===== src/rtl/wishbone_initiator.sv =====
// wishbone_initiator
// Single-outstanding Wishbone classic initiator. Converts a valid/ready
// command into one bus cycle, retries on rty with a one-cycle backoff,
// bounds every attempt with a timeout and returns a one-cycle response
// carrying read data and a two-bit status code.

module wishbone_initiator #(
  parameter int RETRY_LIMIT = 4,
  parameter int TIMEOUT     = 16
) (
  input  logic        clk_i,
  input  logic        rst_n_i,

  input  logic        cmd_valid_i,
  output logic        cmd_ready_o,
  input  logic [31:0] cmd_adr_i,
  input  logic [3:0]  cmd_sel_i,
  input  logic [31:0] cmd_dat_i,
  input  logic        cmd_we_i,

  output logic        rsp_valid_o,
  output logic [31:0] rsp_dat_o,
  output logic [1:0]  rsp_status_o,

  output logic        wb_cyc_o,
  output logic        wb_stb_o,
  output logic [31:0] wb_adr_o,
  output logic [3:0]  wb_sel_o,
  output logic [31:0] wb_dat_o,
  output logic        wb_we_o,
  input  logic [31:0] wb_dat_i,
  input  logic        wb_ack_i,
  input  logic        wb_err_i,
  input  logic        wb_rty_i
);

  typedef enum logic [1:0] {
    IDLE    = 2'd0,
    BUS     = 2'd1,
    BACKOFF = 2'd2,
    RESP    = 2'd3
  } state_e;

  localparam logic [3:0] RetryLimitC = 4'(RETRY_LIMIT);
  localparam logic [7:0] TimeoutC    = 8'(TIMEOUT);

  localparam logic [1:0] StatusOk             = 2'b00;
  localparam logic [1:0] StatusErr            = 2'b01;
  localparam logic [1:0] StatusRetryExhausted = 2'b10;
  localparam logic [1:0] StatusTimeout        = 2'b11;

  state_e      state_q, state_d;

  logic [31:0] adr_q, adr_d;
  logic [3:0]  sel_q, sel_d;
  logic [31:0] dat_q, dat_d;
  logic        we_q, we_d;

  logic [3:0]  retryCnt_q, retryCnt_d;
  logic [7:0]  timeoutCnt_q, timeoutCnt_d;

  logic [31:0] rspDat_q, rspDat_d;
  logic [1:0]  rspStatus_q, rspStatus_d;

  logic        accept;
  logic        inBus;
  logic        retryExhausted;
  logic [7:0]  timeoutInc;
  logic        timeoutHit;

  // Qualifiers shared by the next-state and datapath logic. The timeout
  // compare uses the incremented value so that stb stays high for exactly
  // TIMEOUT cycles before the attempt is abandoned.
  assign accept         = cmd_valid_i && (state_q == IDLE);
  assign inBus          = (state_q == BUS);
  assign retryExhausted = (retryCnt_q == RetryLimitC);
  assign timeoutInc     = timeoutCnt_q + 8'd1;
  assign timeoutHit     = (timeoutInc == TimeoutC);

  // State register; reset abandons any bus cycle without a response.
  always_ff @(posedge clk_i or negedge rst_n_i) begin
    if (!rst_n_i) begin
      state_q <= IDLE;
    end else begin
      state_q <= state_d;
    end
  end

  // Next-state logic; terminations are only honoured in BUS, err > rty > ack.
  always_comb begin
    state_d = state_q;
    case (state_q)
      IDLE: begin
        if (cmd_valid_i) begin
          state_d = BUS;
        end
      end
      BUS: begin
        if (wb_err_i) begin
          state_d = RESP;
        end else if (wb_rty_i) begin
          state_d = retryExhausted ? RESP : BACKOFF;
        end else if (wb_ack_i) begin
          state_d = RESP;
        end else if (timeoutHit) begin
          state_d = RESP;
        end
      end
      BACKOFF: begin
        state_d = BUS;
      end
      RESP: begin
        state_d = IDLE;
      end
      default: begin
        state_d = IDLE;
      end
    endcase
  end

  // Output decode; all handshake outputs depend on the state register only.
  always_comb begin
    cmd_ready_o = 1'b0;
    wb_cyc_o    = 1'b0;
    wb_stb_o    = 1'b0;
    rsp_valid_o = 1'b0;
    case (state_q)
      IDLE:    cmd_ready_o = 1'b1;
      BUS: begin
        wb_cyc_o = 1'b1;
        wb_stb_o = 1'b1;
      end
      BACKOFF: ;
      RESP:    rsp_valid_o = 1'b1;
      default: ;
    endcase
  end

  // Payload capture: the command is latched once on accept and held stable
  // across every retry of the transaction.
  always_comb begin
    adr_d = adr_q;
    sel_d = sel_q;
    dat_d = dat_q;
    we_d  = we_q;
    if (accept) begin
      adr_d = cmd_adr_i;
      sel_d = cmd_sel_i;
      dat_d = cmd_dat_i;
      we_d  = cmd_we_i;
    end
  end

  // Retry and timeout counters; both restart per transaction, and the
  // timeout counter also restarts after each backoff cycle.
  always_comb begin
    retryCnt_d   = retryCnt_q;
    timeoutCnt_d = timeoutCnt_q;
    if (accept) begin
      retryCnt_d   = 4'd0;
      timeoutCnt_d = 8'd0;
    end else if (inBus) begin
      if (wb_err_i) begin
        timeoutCnt_d = timeoutCnt_q;
      end else if (wb_rty_i) begin
        if (!retryExhausted) begin
          retryCnt_d = retryCnt_q + 4'd1;
        end
      end else if (!wb_ack_i) begin
        timeoutCnt_d = timeoutInc;
      end
    end else if (state_q == BACKOFF) begin
      timeoutCnt_d = 8'd0;
    end
  end

  // Response capture on the edge that leaves BUS; the values then hold
  // until the next response overwrites them.
  always_comb begin
    rspDat_d    = rspDat_q;
    rspStatus_d = rspStatus_q;
    if (inBus) begin
      if (wb_err_i) begin
        rspDat_d    = 32'd0;
        rspStatus_d = StatusErr;
      end else if (wb_rty_i) begin
        if (retryExhausted) begin
          rspDat_d    = 32'd0;
          rspStatus_d = StatusRetryExhausted;
        end
      end else if (wb_ack_i) begin
        rspDat_d    = we_q ? 32'd0 : wb_dat_i;
        rspStatus_d = StatusOk;
      end else if (timeoutHit) begin
        rspDat_d    = 32'd0;
        rspStatus_d = StatusTimeout;
      end
    end
  end

  // Datapath registers, cleared asynchronously together with the state.
  always_ff @(posedge clk_i or negedge rst_n_i) begin
    if (!rst_n_i) begin
      adr_q        <= 32'd0;
      sel_q        <= 4'd0;
      dat_q        <= 32'd0;
      we_q         <= 1'b0;
      retryCnt_q   <= 4'd0;
      timeoutCnt_q <= 8'd0;
      rspDat_q     <= 32'd0;
      rspStatus_q  <= StatusOk;
    end else begin
      adr_q        <= adr_d;
      sel_q        <= sel_d;
      dat_q        <= dat_d;
      we_q         <= we_d;
      retryCnt_q   <= retryCnt_d;
      timeoutCnt_q <= timeoutCnt_d;
      rspDat_q     <= rspDat_d;
      rspStatus_q  <= rspStatus_d;
    end
  end

  assign wb_adr_o     = adr_q;
  assign wb_sel_o     = sel_q;
  assign wb_dat_o     = dat_q;
  assign wb_we_o      = we_q;
  assign rsp_dat_o    = rspDat_q;
  assign rsp_status_o = rspStatus_q;

endmodule


===== config.mk =====
export PLATFORM = sky130hd
export DESIGN_NAME = wishbone_initiator
export DESIGN_NICKNAME = d
export VERILOG_FILES = /design/src/rtl/wishbone_initiator.sv
export SDC_FILE = /design/constraint.sdc
export NUM_CORES = 1
export LEC_CHECK = 0
export ABC_AREA = 1
export BUFFER_PORTS_ARGS = -buffer_cell sky130_fd_sc_hd__buf_2
export CORE_MARGIN = 1
export CORE_UTILIZATION = 45
export DETAILED_ROUTE_END_ITERATION = 8
export GPL_TIMING_DRIVEN = 0
export HOLD_SLACK_MARGIN = 0.05
export PLACE_DENSITY = 0.83
export SLEW_MARGIN = 20
export SYNTH_ARGS = -nofsm -noshare
export SYNTH_HDL_FRONTEND = slang
export SYNTH_SLANG_ARGS = --single-unit

===== constraint.sdc =====
create_clock -name clk_i -period 2.4 [get_ports clk_i]
set_clock_uncertainty 0.2 [all_clocks]
set_input_delay 0.72 -clock clk_i [delete_from_list [all_inputs] [get_ports clk_i]]
set_output_delay 0.72 -clock clk_i [all_outputs]
set_load 0.05 [all_outputs]

* Word-level counts from Yosys, hierarchy flattened
Cells that the tools add are included.
** Storage, ports and cells
- Output and inout bits :: 107
- Latch bits :: 0
- Logic and storage cells :: 65
- Memories :: 0
- RAM bits :: 0
- Bits of input ports :: 107
- Memory bits (read-only) :: 0
- Flip-flop bits (word level) :: 117
** Cells by class
- Muxes and demuxes :: 31
- Reductions and logical operators :: 10
- Shift-type cells :: 0
- Add/sub/neg operators :: 2
- $mul :: 0
- $lt $le $gt $ge :: 0
- Equal/unequal tests :: 13
- Bitwise gates (word level) :: 0
- Divide/modulo/power cells :: 0
** Operators by type and width (count)
- 32-bit 2-to-1 mux :: 6
- 8-bit 2-to-1 mux :: 6
- 4-bit 2-to-1 mux :: 5
- 2-bit 2-to-1 mux :: 9
- 3-bit != test, second input constant :: 3
- 8-bit by 1-bit adder with 8-bit output, second input constant :: 1
- 8-bit by 5-bit equality test with 1-bit output, second input constant :: 1
- 2-bit one-hot mux with 4 select lines :: 1
- 4-bit AND reduction :: 2
- 5-bit by 4-bit != test with 1-bit output, second input constant :: 1
- 4-bit by 1-bit adder with 4-bit output, second input constant :: 1
- 2-bit equality test, second input constant :: 2
- 4-bit by 3-bit equality test with 1-bit output, second input constant :: 1
- 1-bit 2-to-1 mux :: 4
- 2-bit != test, second input constant :: 2
- 2-bit nonzero test :: 2
- 4-bit nonzero test :: 1
- 3-bit by 2-bit != test with 1-bit output, second input constant :: 1
- 3-bit AND reduction :: 1
- 3-bit nonzero test :: 1
- 2-bit by 1-bit equality test with 1-bit output, second input constant :: 1
- 2-bit logical NOT :: 1
- 2-bit by 1-bit != test with 1-bit output, second input constant :: 1
- 2-bit AND reduction :: 1
- 1-bit logical AND :: 1

* Depth between registers and ports, before layout
- Depth in word-level cells :: 7
- Depth in mapped cells :: 13
- Depth with buffers taken out :: 11

* Least setup slack after synthesis
Ideal clock, no wire load.
- Kind :: register to output
- Start :: reg state_q[0]
- End :: out wb_stb_o
- Setup slack :: -0.065 ns
- Path buffers :: 1
- Data required time :: 1.480 ns
- Cell stages (with the launch flop) :: 4
- Data arrival time :: 1.545 ns
- Path through :: dfrtp_1 inv_1 nor2_1 buf_4
** Between the ends
- Longest elaborated chain between the ends :: 2
** Ends and longest elaborated chain
- start: declaration :: line 52 : state_e state_q, state_d;
- start signal: assignment :: line 85 : state_q <= state_d;
- 2-bit by 1-bit equality test with 1-bit output
- 1-bit 2-to-1 mux
- end: declaration :: line 26 : output logic wb_stb_o,
No other way between the ends.

* Worst setup path after layout
- Start :: reg state_q[0]
- End :: out wb_stb_o
** Between the ends
- Longest elaborated chain between the ends :: 2
** Ends and longest elaborated chain
- 2-bit by 1-bit equality test with 1-bit output :: line 127 : case (state_q)
- 1-bit 2-to-1 mux :: line 127
No other way between the ends.

==> impl_metrics.tcl <==
set metrics [dict create \
    detailed_route_drc_error_count 14 \
    critical_path_required_ns 1.48 \
    routed_wl_um 12700 \
    synth_top_area_share_pct 54.3 \
    postSynthRegisterBits 117 \
    clock_tree.htree_level_count 4 \
    nNetsFinal 965 \
    max-vdd-ir-drop_v 0.000982 \
    post-layout-total-power_w 0.0108 \
    power.leakage_nw 4.32 \
    area_delta_synth_final_pct 35.3 \
    timing.critical_path.slowest_cell_delay_ns 0.40 \
    gp_congestion 0.790 \
    multi_input_area_sq_mm 0.00208 \
    ordered_list_of_cells_on_the_worst_path "inv_1 > nor2_4 > buf_4 > buf_4" \
    number_of_buffer_cells_added_on_primary_ports 213 \
    tritoncts_num_sinks 117 \
    final_layout_size_suffix_gt1_share_pct 37.9 \
    synthesis.area_sq_mm 0.00539 \
    synth-warning-count 0 \
    die_span_in_x_um 111 \
    final_ant_viol_nets 0 \
    clkTransAtPathRegs_ns 0.06 \
    worstPathMaxFanout 6 \
    cp-start-kind "flip-flop" \
    grt_max_degree 67 \
    synth.distinct_cells 27 \
    end_kind "output pin" \
    post_dp_cell_area_sq_mm 0.00667 \
    clock_insertion_delay_worst_skew_ns 0.40 \
    synth_sequential_area_ratio_pct 54.3 \
    worst_hold_path_type "in2async" \
    failing_checks "DRC" \
    grt_overflow_total 0 \
    reg2reg_slack_ns 0.33 \
    number_of_enable_type_register_cells_in_the_synthesized_netlist 0 \
    final_period_minus_worst_setup_slack_ns 2.26 \
    synthesis.nets 732 \
    routed_wire_length_per_instance_um 12.6 \
    grt_antenna_before_repair 0 \
    status "complete, but fails checks" \
    place_inst 979 \
    cts_setup_buffers 0 \
    core-area_sq_mm 0.0116 \
    number_of_global_route_vias_before_repair 4645 \
    wire_length_of_the_first_global_routing_pass_um 21600 \
    crit_arrival_ns 1.34 \
    timing.critical_path.from "state_q[0]" \
    instances_no_fill 1011 \
    tritoncts.num_buffers 17 \
    finalHoldViolCount 0 \
    critical_path.most_common_cell "buf_4" \
    fillerInstances 987 \
    via_count 4704 \
    slew_hr_pct 43.3 \
    path_class "reg2out" \
    synthMostInstantiatedCell "nand2_1" \
    synth_top_cells_by_area "dfrtp_1 54%, nand2_1 17%, nand2_4 6.5%" \
    grt_use_total_pct 22.1 \
    rsz0062_at_grt "no" \
    asyncSetResetFlopFracSynth_pct 100 \
    io-pin-count 214 \
    path_buf_inv 3 \
    power-per-cell-area_mw_per_mm2 1480 \
    critPathTopFamily "flip-flops" \
    detailedPlacementHpwl_um 9250 \
    dieHeight_um 111 \
    ys_dominant_reg_cell "dfrtp_1" \
    mean_area_per_synthesized_cell_sq_um 8.67 \
    tritoncts "built" \
    std_cell_rows 39 \
    n_antenna_cell 0 \
    postSynthCellCount 622 \
    max_freq_mhz 443 \
    layout.area.seq_sq_mm 0.00293 \
    synth_largest_area_cell "dfrtp_1" \
    worst-slew-pin-transition_ns 0.845 \
    total_setup_violations_reported_at_the_end_of_the_flow 0 \
    detail_route.iter0.violations 220 \
    synth_top_cells_by_count "239 x nand2_1, 117 x dfrtp_1, 54 x inv_1, 43 x nor2_1, 41 x nand3_1" \
    timing_max_transition_violations_final 0 \
    cts_max_path_buffers 2 \
    detail_route.vias_per_cell 4.65 \
    worst_r2r_startpoint "timeoutCnt_q[0]" \
    maximum_capacitance_violations 0 \
    worst_path_max_delay_cell "dfrtp_2" \
    floorplan.die_area_sq_mm 0.0124 \
    cts.root.buffer_cell "clkbuf_16" \
    final_min_period_over_clock_period_pct 94.0 \
    post-route-cell-area_sq_mm 0.00730 \
    first_pass_iters 8 \
    initial_core_util_pct 46.6 \
]
per-stage QoR:
| stage | setup TNS [ns] | hold WS (ns) | setup WS, ns | util, % |
|---|---|---|---|---|
| floorplan | 0 | 0.224 | 0.0938 | - |
| global placement | -118.35 | 0.253 | -1.02 | 57.4 |
| detailed placement | 0 | 0.261 | 0.0337 | 57.7 |
| CTS | 0 | 0.108 | 0.00870 | 63.0 |
| global route | 0 | 0.135 | 0.0478 | 63.1 |
| finish | 0 | 0.103 | 0.144 | 63.1 |
worst reg2reg max path, cell delays in order (launching register included):
cell,delay (ns)
dfrtp_1,0.45
ha_1,0.27
nand3_2,0.12
o21ai_1,0.14
nand2_1,0.11
nor2_4,0.14
nand2_4,0.08
nand2_8,0.10
nand2_8,0.09
buf_12,0.17
nand2_4,0.06
nand2_2,0.04
final timing paths:
kind / end / depth (start not counted)
setup / recovery: wb_stb_o / 4
hold / removal: rsp_dat_o[7] / 1
setup reg to reg: rsp_dat_o[26] / 11
hold reg to reg: wb_dat_o[19] / 2
max in group asynchronous: wb_dat_o[28] / 2
min in group clk_i: wb_dat_o[19] / 2
placed cells by master, fill, tap and decap left out, types with 17 or more instances in the layout:
cell type and n:
nor2_1 42, inv_1 54, nand2_1 239, nand3_1 41, dfrtp_1 116, nand2_2 32, clkbuf_1 18, clkbuf_16 17
buf_2 214, nand2_4 31
cells by family after synthesis:
group,Yosys count,share of synthesized area (%)
and+or+nand+nor,396,35.5
AOI/OAI and AO/OA,22,2.25
buffers and inverters,84,7.22
DFF,117,54.3
adders and majority gates,3,0.696
timing repair:
| action | in CTS | in global routing |
|---|---|---|
| gates resized for setup | 1 | 2 |
| endpoints found under the hold margin | 0 | 0 |
| hold buffers | 0 | 0 |
| endpoints found under the setup margin | 1 | 2 |
report_power, final:
group / switching, W / internal [W] / leakage (nW) / total [W]
logic: 0.00390 / 0.00117 / 2.52 / 0.00507
clock network: 0.000932 / 0.00167 / 0.287 / 0.00261
registers: 0.000469 / 0.00268 / 1.51 / 0.00315
total: 0.00530 / 0.00553 / 4.32 / 0.0108
cell type report:
class                   count  area share (%)
clock inverters            13            2.37
repair buffers            214            15.1
well taps                 143            2.45
flip-flops and latches    117            40.1
inverters                  56            2.91
multi-input cells         421            28.5
plain buffers              28            2.42
clock buffers              19            6.07
metal layers:
| metal | vias to the layer above | global-route usage (%) | share of wire (%) |
|---|---|---|---|
| li1 | 2362 | - | - |
| met1 | 2146 | 25.8 | 41 |
| met2 | 174 | 37.7 | 50 |
| met3 | 22 | 7.40 | 7.9 |
| met4 | 0 | 8.74 | 1.5 |
| met5 | - | 0 | 0 |
sequential cells by signal, summed over array words and instances, names as in the netlist:
register      cells
rsp_dat_o        32
wb_adr_o         32
wb_dat_o         32
timeoutCnt_q      8
retryCnt_q        4
wb_sel_o          4
rsp_status_o      2
state_q           2
wb_we_o           1
No activity file was read; power rests on OpenSTA's default activity.
